===== config.mk =====
export PLATFORM = sky130hd
export DESIGN_NAME = alu_issue_arbiter
export DESIGN_NICKNAME = d
export VERILOG_FILES = /design/src/rtl/alu_issue_arbiter_pkg.sv /design/src/rtl/alu_issue_arbiter_rr_pick.sv /design/src/rtl/alu_issue_arbiter.sv
export SDC_FILE = /design/constraint.sdc
export NUM_CORES = 1
export LEC_CHECK = 0
export CAP_MARGIN = 20
export CORE_MARGIN = 3
export CORE_UTILIZATION = 50
export CTS_CLUSTER_DIAMETER = 30
export DETAILED_ROUTE_END_ITERATION = 16
export PLACE_DENSITY_LB_ADDON = 0.2
export SKIP_CTS_REPAIR_TIMING = 1
export SLEW_MARGIN = 20
export SYNTH_ARGS = -nofsm -noshare
export SYNTH_HDL_FRONTEND = slang
export SYNTH_HIERARCHICAL = 1
export SYNTH_SLANG_ARGS = --single-unit

===== constraint.sdc =====
create_clock -name clk -period 8.71 [get_ports clk]
set_input_delay 0.871 -clock clk [delete_from_list [all_inputs] [get_ports clk]]
set_output_delay 0.871 -clock clk [all_outputs]
set_load 0.05 [all_outputs]

===== src/rtl/alu_issue_arbiter_pkg.sv =====
// alu_issue_arbiter_pkg: shared sizes and the round-robin pick helper for the ALU issue arbiter.
package alu_issue_arbiter_pkg;
  localparam int NUM_OC = 4;
  localparam int SEL_W = $clog2(NUM_OC);
  localparam int NUM_WARPS = 8;
  localparam int WID_W = 3;
  localparam int MAX_OC = 8;
  // Isolates the lowest set bit; callers rotate so that bit 0 is the rr_ptr position.
  function automatic logic [MAX_OC-1:0] first_one_hot(input logic [MAX_OC-1:0] v);
    return v & (~v + MAX_OC'(1));
  endfunction
endpackage


===== src/rtl/alu_issue_arbiter_rr_pick.sv =====
// alu_issue_arbiter_rr_pick: rotate / priority-pick / rotate-back round-robin selector.
module alu_issue_arbiter_rr_pick
  import alu_issue_arbiter_pkg::MAX_OC;
  import alu_issue_arbiter_pkg::first_one_hot;
#(
  parameter int N = alu_issue_arbiter_pkg::NUM_OC,
  localparam int W = $clog2(N)
) (
  input  logic [N-1:0] elig,
  input  logic [W-1:0] ptr,
  output logic [N-1:0] gnt,
  output logic [W-1:0] idx,
  output logic         any
);
  logic [2*N-1:0] dbl;
  logic [2*N-1:0] back;
  logic [N-1:0] rot;
  logic [N-1:0] rot_oh;
  logic [MAX_OC-1:0] oh_full;
  always_comb begin
    dbl = {elig, elig};
    rot = dbl[{1'b0, ptr} +: N];
    oh_full = first_one_hot(MAX_OC'(rot));
    rot_oh = oh_full[N-1:0];
    back = {rot_oh, rot_oh} << ptr;
    gnt = back[2*N-1:N];
    idx = '0;
    for (int i = 0; i < N; i++) if (gnt[i]) idx = W'(i);
    any = |elig;
  end
endmodule


===== src/rtl/alu_issue_arbiter.sv =====
// alu_issue_arbiter: round-robin issue of OC entries to the shared ALU with
// MULT CDB-slot and per-warp branch-pending hazard masking.
module alu_issue_arbiter
  import alu_issue_arbiter_pkg::WID_W;
#(
  parameter int NUM_OC = alu_issue_arbiter_pkg::NUM_OC,
  parameter int NUM_WARPS = alu_issue_arbiter_pkg::NUM_WARPS,
  localparam int SEL_W = $clog2(NUM_OC)
) (
  input  logic                    clk,
  input  logic                    rst,
  input  logic [NUM_OC-1:0]       Req_OC_Arb,
  input  logic [WID_W*NUM_OC-1:0] WarpID_OC_Arb,
  input  logic [NUM_OC-1:0]       IsBr_OC_Arb,
  input  logic [NUM_OC-1:0]       RegWrite_OC_Arb,
  input  logic                    MULT_WB_Next,
  input  logic                    Br_Done_SIMT,
  input  logic [WID_W-1:0]        Br_Done_WarpID_SIMT,
  output logic [NUM_OC-1:0]       Grant_Arb_OC,
  output logic                    Valid_OC_ALU,
  output logic [SEL_W-1:0]        Sel_OC_ALU,
  output logic [NUM_WARPS-1:0]    BrPending,
  output logic [15:0]             Stall_MULT_Cnt
);
  logic [SEL_W-1:0] rr_ptr_q, rr_ptr_d;
  logic [NUM_WARPS-1:0] br_pend_q, br_pend_d;
  logic [15:0] stall_q, stall_d;
  logic [NUM_OC-1:0] br_ok, elig, gnt;
  logic [SEL_W-1:0] idx;
  logic any;
  logic [WID_W-1:0] g_warp;
  logic g_br;
  alu_issue_arbiter_rr_pick #(.N(NUM_OC)) u_pick (
    .elig(elig),
    .ptr (rr_ptr_q),
    .gnt (gnt),
    .idx (idx),
    .any (any)
  );
  always_comb begin
    br_ok = '0;
    elig = '0;
    g_warp = '0;
    g_br = 1'b0;
    for (int i = 0; i < NUM_OC; i++) begin
      br_ok[i] = Req_OC_Arb[i] & ~br_pend_q[WarpID_OC_Arb[i*WID_W +: WID_W]];
      elig[i] = br_ok[i] & ~(RegWrite_OC_Arb[i] & MULT_WB_Next);
      if (gnt[i]) begin
        g_warp = WarpID_OC_Arb[i*WID_W +: WID_W];
        g_br = IsBr_OC_Arb[i];
      end
    end
    rr_ptr_d = any ? idx + SEL_W'(1) : rr_ptr_q;
    br_pend_d = br_pend_q;
    if (any && g_br) br_pend_d[g_warp] = 1'b1;
    // Clear is applied last so it wins if a same-warp set is ever forced.
    if (Br_Done_SIMT) br_pend_d[Br_Done_WarpID_SIMT] = 1'b0;
    stall_d = (|br_ok && !any && MULT_WB_Next && stall_q != 16'hFFFF) ? stall_q + 16'd1 : stall_q;
    Grant_Arb_OC = rst ? gnt : '0;
    Valid_OC_ALU = rst & any;
    Sel_OC_ALU = rst ? idx : '0;
    BrPending = br_pend_q;
    Stall_MULT_Cnt = stall_q;
  end
  always_ff @(posedge clk or negedge rst) begin
    if (!rst) begin
      rr_ptr_q <= '0;
      br_pend_q <= '0;
      stall_q <= '0;
    end else begin
      rr_ptr_q <= rr_ptr_d;
      br_pend_q <= br_pend_d;
      stall_q <= stall_d;
    end
  end
endmodule


==> flow_summary.toml <==
[status]
status = "finished, final reports clean"

[route]
first_pass_iters = 4
vias = 1759
wl_met1_um = 2120
wl_per_cell_um = 15.5
drt-initial-drc-count = 151
drc = 0
antenna_left = 0
wl_met2_um = 2340
wl_um = 4830
dr.max_layer_used = "met4"
via_per_inst = 5.66
route.met3.wl_um = 352

[yosys]
syn_nets = 243
yosys-top-cells-area = "dfrtp_1, mux2i_1, xnor2_1"
synth.top_cell.area_share_pct = 33.7
synth_cells = 211
ys_ff_latch = 26
avgSynthCellArea_um2 = 9.16
yosys.area.top_type = "dfrtp_1"
ys_warn_count = 6
ys_seq_area_share_pct = 33.7
syn-cell-area_um2 = 1930
synth-main-ff-cell = "dfrtp_1"
synthArstFlopShare_pct = 100
synth-edff-count = 0
synth.distinct_cells = 41

[pwr]
power_leakage_uw = 0.00108
power_uw = 721
power_density_nw_per_um2 = 279
ir_worst_vdd_v = 0.000287

[layout]
fin_cells = 311
nets = 298
layout_common_cells = "clkdlybuf4s50_1, dfrtp_1, nor2_1, a21oi_1, mux2i_1"
drive_above_1_share_pct = 6.04
area_growth_pct = 34.1
antennaDiodeCount = 0
finish.utilization_pct = 73.6
mostFrequentLayoutCell = "clkdlybuf4s50_1"

[critical_path]
path_max_fanout = 9
worst_path_max_delay_cell = "clkdlybuf4s50_1"
worstSetupPathType = "in -> out"
cp-start-kind = "input port"
critPathBufInv = 3
crit_top_cell = "clkdlybuf4s50_1"
critPathTopFamily = "buffers and inverters"
endpoint_kind = "primary output"
slowest_delay_ps = 800
worstPathCellList = "clkdlybuf4s50_1, mux2i_1, mux4_2, nand2_1, a21oi_1, inv_1, a221oi_1, and2_1, clkdlybuf4s50_1"
cp-startpoint = "WarpID_OC_Arb[5]"
required_ps = 7840
timing.rr.start = "BrPending[4]"
crit_arrival_ps = 4390

[cts]
cts_made_buffers = 3
tritoncts = "done"
cts_max_level = 1
clkTransAtPathRegs_ps = 80
cts_buffer_depth = 2
clk_latency_ps = 270
clock-sinks = 26
clockRootBuffer = "clkbuf_8"

[floorplanning]
start_util_pct = 54.9
rows = 21
dieArea_um2 = 4650
core_um2 = 3520
io_pins = 62
dieWidth_um = 68.2
die-height_um = 68.2

[sta]
max_freq_mhz = 190
fin_crit_sh_pct = 60.4
tns_ps = 0
holdWs_ps = 497
tightest_slew_ps = 867
slew_headroom_pct = 42.2
maxSlewViolCount = 0
rsz0062_at_grt = "no"
finalHoldViolations = 0
finalClockSkew_ps = 8.99
period_needed_ps = 5260
setup_viol = 0

[global_routing]
grt_usage_pct = 21.6
grt_pass1_wl_um = 7570
grt.overflow.total = 0
grt_max_degree = 34
grt_pass1_vias = 1582
grt_antenna_before_repair = 0

[place]
io_buffers = 61
dpl.cell_count = 307
dpl.hpwl_um = 3610
place_congestion = 0.872

[worst_hold_path]
min_from = "Stall_MULT_Cnt[9]"
hold_class = "reg -> reg"

[flow_run]
max-cap-violations = 0
[worst paths after layout]
| check | endpoint | slack [ps] | cells after the start |
|---|---|---|---|
| max reg2reg | BrPending[7] | 5220 | 12 |
| min reg2reg | Stall_MULT_Cnt[9] | 500 | 1 |
| max in group asynchronous | rr_ptr_q[1] | 7450 | 2 |
| min | Stall_MULT_Cnt[9] | 500 | 1 |
| min in group asynchronous | Stall_MULT_Cnt[7] | 970 | 2 |
| max | Grant_Arb_OC[1] | 3450 | 9 |
[report_power, final]
group	leakage, uW	internal [uW]	switching (uW)
logic	0.000700	166	250
clock network	0.0000357	61.5	37.3
registers	0.000342	150	56.9
[flip-flops by register name, indices dropped and copies added (netlist names)]
name / count
rr_ptr_q: 2
Stall_MULT_Cnt: 16
BrPending: 8
[layout make-up]
class                   count  area [um2]
multi-input cells         166        1170
fillers                   281         931
flip-flops and latches     26         651
repair buffers             62         618
well taps                  46        57.6
clock buffers               3        41.3
clock inverters             1        30.0
inverters                   7        26.3
[worst reg2reg max path, delay by kind of cell, from the launching register on]
kind | cells | cell delay (ps)
mux | 2 | 610
flops | 1 | 480
compound gates | 7 | 1830
simple gates | 3 | 480
[cell usage after synthesis (2+ instances only)]
cell and n:
dfrtp_1 26, buf_2 2, clkbuf_1 2, nand3b_1 5, and3_1 6, nor3_1 3
a311oi_1 4, nand2b_1 4, a21oi_1 20, and2_1 10, nor2b_1 4, nand4_1 7
mux2i_1 18, nor2_1 21, mux4_2 4, nand2_1 16, nand3_1 6, a21o_1 3
buf_6 3, xnor2_1 15, o21a_1 2, o21ai_0 2, inv_1 6, buf_4 5
[through the flow]
stage / setup slack, ps / area [um2]
floorplan: 4770 / 1930
global placement: 3580 / 2520
detailed placement: 3460 / 2520
CTS: 3470 / 2590
global route: 3240 / 2590
finish: 3450 / 2590
[layer usage]
metal,global-route usage [%],up-vias
met5,0,-
met4,3.72,0
met3,3.78,2
met2,35.6,70
met1,30.0,824
li1,-,863
[cell families (layout without fill, tap and decap cells)]
family                   count (synthesis)  after routing  share of synthesized area [%]
flip-flops                              26             26                           33.7
AND/OR/NAND/NOR                         83             83                           22.0
multiplexers                            23             23                           14.6
buffers and inverters                   19             73                           5.96
AO/OA/AOI/OAI                           43             43                           15.9
adder cells (fa/ha/maj)                  1              1                          0.648
XOR/XNOR                                16             16                           7.25
(Power assumes the default switching activity.)
==> variant 1, RTL diff (same settings) <==
`WID_W`: 3 -> 4.
--- a/src/rtl/alu_issue_arbiter_pkg.sv
+++ b/src/rtl/alu_issue_arbiter_pkg.sv
@@ -3,7 +3,7 @@
   localparam int NUM_OC = 4;
   localparam int SEL_W = $clog2(NUM_OC);
   localparam int NUM_WARPS = 8;
-  localparam int WID_W = 3;
+  localparam int WID_W = 4;
   localparam int MAX_OC = 8;
   // Isolates the lowest set bit; callers rotate so that bit 0 is the rr_ptr position.
   function automatic logic [MAX_OC-1:0] first_one_hot(input logic [MAX_OC-1:0] v);
Interface: changed (resized Br_Done_WarpID_SIMT and WarpID_OC_Arb); port bits go from 62 to 67. The function was not compared with the original's and may differ.
==> variant 1 against the unedited design <==
Sequential cell count did not move. Largest power group unchanged. Synthesized area rose by 5.2%. Worst setup slack improved by 33 ps. Cell area rose by 4.8%. Power rose by 4.5%. Clock skew fell by 3.7 ps. Utilization fell by 2.1 points. Register-to-register slack got worse by 140 ps. Routed wire length rose by 5.5%. Final cell count rose by 1.6%.
==> variant 1: results (changes against the unedited design) <==
Arrival @ worst endpoint: 4360 ps (-30 ps)
Mux cell area share after synthesis: 13.9% (-0.72 points)
Post-synth top cells: 26 x dfrtp_1, 18 x mux2i_1, 17 x a21oi_1, 16 x xnor2_1, 12 x nand2_1
Worst Path Max Fanout: 8 (-1)
Avg Inst Size Synth: 9.68 um^2 (+5.7%)
Net Count, Synth: 247 (+1.6%)
WL final: 5100 um (+5.5%)
Adder-cell share of the synthesized area: 0.616% (-0.032 points)
M1 wire length: 2360 um (+11%)
Clock Skew: 5.28 ps (-3.71 ps)
Outcome: finished clean
Post-synthesis sequential area ratio: 32.0% (-1.7 points)
Count of cell types in the netlist: 45 (+9.8%)
Placed wire-length estimate: 3960 um (+9.9%)
Peak supply drop: 0.000274 V (-4.5%)
Leak: 1.11 nW (+2.9%)
XOR/XNOR Fraction of Synth Area: 6.90% (-0.36 points)
Final GP Congestion: 0.933 (+7.0%)
Met3 wire len: 300 um (-15%)
Asr flop ratio synth: 100% (unchanged)
1st-iter DRT viols: 157 (+4.0%)
Met2 WL post-DR: 2420 um (+3.4%)
Initial antenna violation count: 0 (unchanged)
Total GRT Usage: 21.5% (-0.087 points)
WL/cell: 16.1 um (+3.9%)
Actual slew at the worst max-slew pin: 773 ps (-93.3 ps)
Port Buf Inserts: 66 (+8.2%)
Via count of the first global-routing pass: 1730 (+9.4%)
Post-synthesis compound-gate area fraction: 15.4% (-0.54 points)
## variant 1: changes by cell type after synthesis, moves of 4 or more
cell	change
a31oi_1	+9
nand2_1	-4
nand3b_1	-4
a311oi_1	-4
nand4_2	+7
nand3_1	-4
nor2_1	-11
## variant 1: area by class of cell
cell class | instances | area, um^2
clock buffers | 4 | 55.1
fillers | 301 | 1080
inverters | 7 | 26.3
multi-input cells | 164 | 1250
flip-flops and latches | 26 | 651
well taps | 48 | 60.1
repair buffers | 67 | 668
## variant 1: final timing paths
path	startpoint	end	slack, ps	depth (start not counted)
max in group asynchronous	rst	rr_ptr_q[0]	7440	2
max	WarpID_OC_Arb[6]	Grant_Arb_OC[1]	3480	9
min	Stall_MULT_Cnt[6]	Stall_MULT_Cnt[6]	500	1
max reg2reg	BrPending[5]	BrPending[2]	5080	12
min in group asynchronous	rst	BrPending[4]	1000	2
min reg2reg	Stall_MULT_Cnt[6]	Stall_MULT_Cnt[6]	500	1
## variant 1: logic make-up (layout without fill, tap and decap cells)
| logic type | Yosys count | in the layout |
|---|---|---|
| DFF | 26 | 26 |
| xor gates and xnor gates | 16 | 16 |
| AOI/OAI and AO/OA | 47 | 47 |
| muxes | 23 | 23 |
| adders and majority gates | 1 | 1 |
| buffers and inverters | 20 | 78 |
| and+or+nand+nor | 77 | 77 |
## variant 1: per-stage QoR
| stage | utilization [%] | setup slack (ps) |
|---|---|---|
| finish | 71.5 | 3480 |
| global route | 71.5 | 3230 |
| CTS | 71.5 | 3520 |
| detailed placement | 70.0 | 3510 |
| global placement | 70.0 | 3650 |
| floorplan | - | 4760 |
## variant 1: power breakdown
group / switching (mW) / leakage (nW) / internal, mW
clock network: 0.0351 / 0.0288 / 0.0404
logic: 0.279 / 0.740 / 0.182
registers: 0.0642 / 0.340 / 0.153
total: 0.378 / 1.11 / 0.375
## variant 1: layer usage
layer	track usage (%)	up-vias
li1	-	898
met1	32.1	892
met2	33.2	72
met3	3.62	2
met4	3.62	0
met5	0	-
==> variant 2, RTL diff (config.mk and constraints unchanged) <==
Made on the original files. Register the output `Stall_MULT_Cnt`, cleared by the reset; this adds one clock of latency there. The other outputs are not delayed to match.
--- a/src/rtl/alu_issue_arbiter.sv
+++ b/src/rtl/alu_issue_arbiter.sv
@@ -22,6 +22,8 @@
   output logic [NUM_WARPS-1:0]    BrPending,
   output logic [15:0]             Stall_MULT_Cnt
 );
+
+  logic [15:0] Stall_MULT_Cnt_d;
   logic [SEL_W-1:0] rr_ptr_q, rr_ptr_d;
   logic [NUM_WARPS-1:0] br_pend_q, br_pend_d;
   logic [15:0] stall_q, stall_d;
@@ -60,7 +62,7 @@
     Valid_OC_ALU = rst & any;
     Sel_OC_ALU = rst ? idx : '0;
     BrPending = br_pend_q;
-    Stall_MULT_Cnt = stall_q;
+    Stall_MULT_Cnt_d = stall_q;
   end
   always_ff @(posedge clk or negedge rst) begin
     if (!rst) begin
@@ -73,5 +75,13 @@
       stall_q <= stall_d;
     end
   end
+  always_ff @(posedge clk or negedge rst) begin
+    if (!rst) begin
+      Stall_MULT_Cnt <= '0;
+    end else begin
+      Stall_MULT_Cnt <= Stall_MULT_Cnt_d;
+    end
+  end
+
 endmodule
 
Function: changed (a bounded check fails within 4 cycles, from zero or initial values and one cycle with rst low).
==> variant 2 against the unedited design <==
Synthesized area is 23% higher. Worst setup slack better by 48 ps. Power is 15% higher. Critical path type unchanged. Count of clock-buffer cells in the layout is 2 higher. First-iteration DRC count is 30% lower. Sequential cell count is 16 higher. Cell area is 17% higher. Routed wire length is 5.8% higher. Sequential power is 42% higher.
==> variant 2: results (changes against the unedited design) <==
R2R setup slack: 5300 ps (+80 ps)
Finished Layout Cells: 337 (+8.4%)
XOR/XNOR Fraction of Synth Area: 5.88% (-1.4 points)
Hold Crit Start: Stall_MULT_Cnt_d[10]
Nets: 317 (+6.4%)
Area post-placement: 0.00296 mm^2 (+18%)
Final core occ: 68.0% (-5.6 points)
Cell-internal power: 0.455 mW (+21%)
Adder-cell share of the synthesized area: 0.525% (-0.12 points)
Design Power: 0.826 mW (+15%)
CTS Buf Count: 5 (+2)
Placed Cells: 330 (+7.5%)
DR vias: 1853 (+5.3%)
Crit share post-route: 59.8% (-0.55 points)
WL final: 5120 um (+5.8%)
Reg2reg start: BrPending[6]
Global-route wire length before repair: 8510 um (+12%)
1st-iter DRT viols: 105 (-30%)
Count of cell types in the netlist: 44 (+7.3%)
Post-synthesis compound-gate area fraction: 13.6% (-2.3 points)
Cells after Synth: 228 (+8.1%)
Final GP Congestion: 0.850 (-2.5%)
P_seq: 0.294 mW (+42%)
Actual slew at the worst max-slew pin: 996 ps (+129 ps)
Area contributors post-synth: dfrtp_1 44%, mux2i_1 7.6%, xnor2_1 5.5%
H-tree levels: 2 (+1)
Hold Slack: 423 ps (-74.5 ps)
Share of cells above drive strength 1: 9.47% (+3.4 points)
Leak: 1.29 nW (+19%)
Clock net power: 0.114 mW (+16%)
Mux cell area share after synthesis: 11.8% (-2.8 points)
Post-synth top cells: 42 x dfrtp_1, 24 x nor2_1, 20 x a21oi_1, 18 x mux2i_1, 15 x xnor2_1
Post-synthesis sequential area ratio: 44.1% (+10 points)
Hold endpoint: Stall_MULT_Cnt[10]
Pre-CTS setup slack: 3490 ps (+28.9 ps)
Placed wire-length estimate: 3800 um (+5.4%)
Net Count, Synth: 260 (+7.0%)
Hold Path Stages: 0 (-1)
Peak supply drop: 0.000218 V (-24%)
Total GRT Usage: 19.5% (-2.1 points)
Clock Skew: 2.75 ps (-6.24 ps)
Outcome: finished clean
## variant 2: cell count changes after synthesis, sizes merged, moves of 2 or more
| cell | change |
|---|---|
| nand2 | +2 |
| dfrtp | +16 |
| and4 | +2 |
| and3 | -5 |
| nor2 | +3 |
## variant 2: routing by layer
metal	GRT usage (%)	share of wire (%)	up-vias
met4	3.56	0.74	0
met5	0	0	-
met1	27.4	46	881
met3	4.27	5.1	5
li1	-	-	923
met2	31.4	48	44
## variant 2: cell type report
cell class,instances,share of cell area (%)
clock buffers,5,2.26
clock inverters,2,0.329
inverters,6,0.740
multi-input cells,169,40.1
flip-flops and latches,42,34.5
well taps,52,2.14
repair buffers,61,19.9
## variant 2: worst max-delay path, stage by stage
cell             delay (ps)
clkdlybuf4s50_1         620
mux2i_1                 230
mux4_2                  270
nand2_1                  60
a21oi_1                 510
inv_1                    90
a221oi_1                660
and2_1                  230
clkdlybuf4s50_1         800
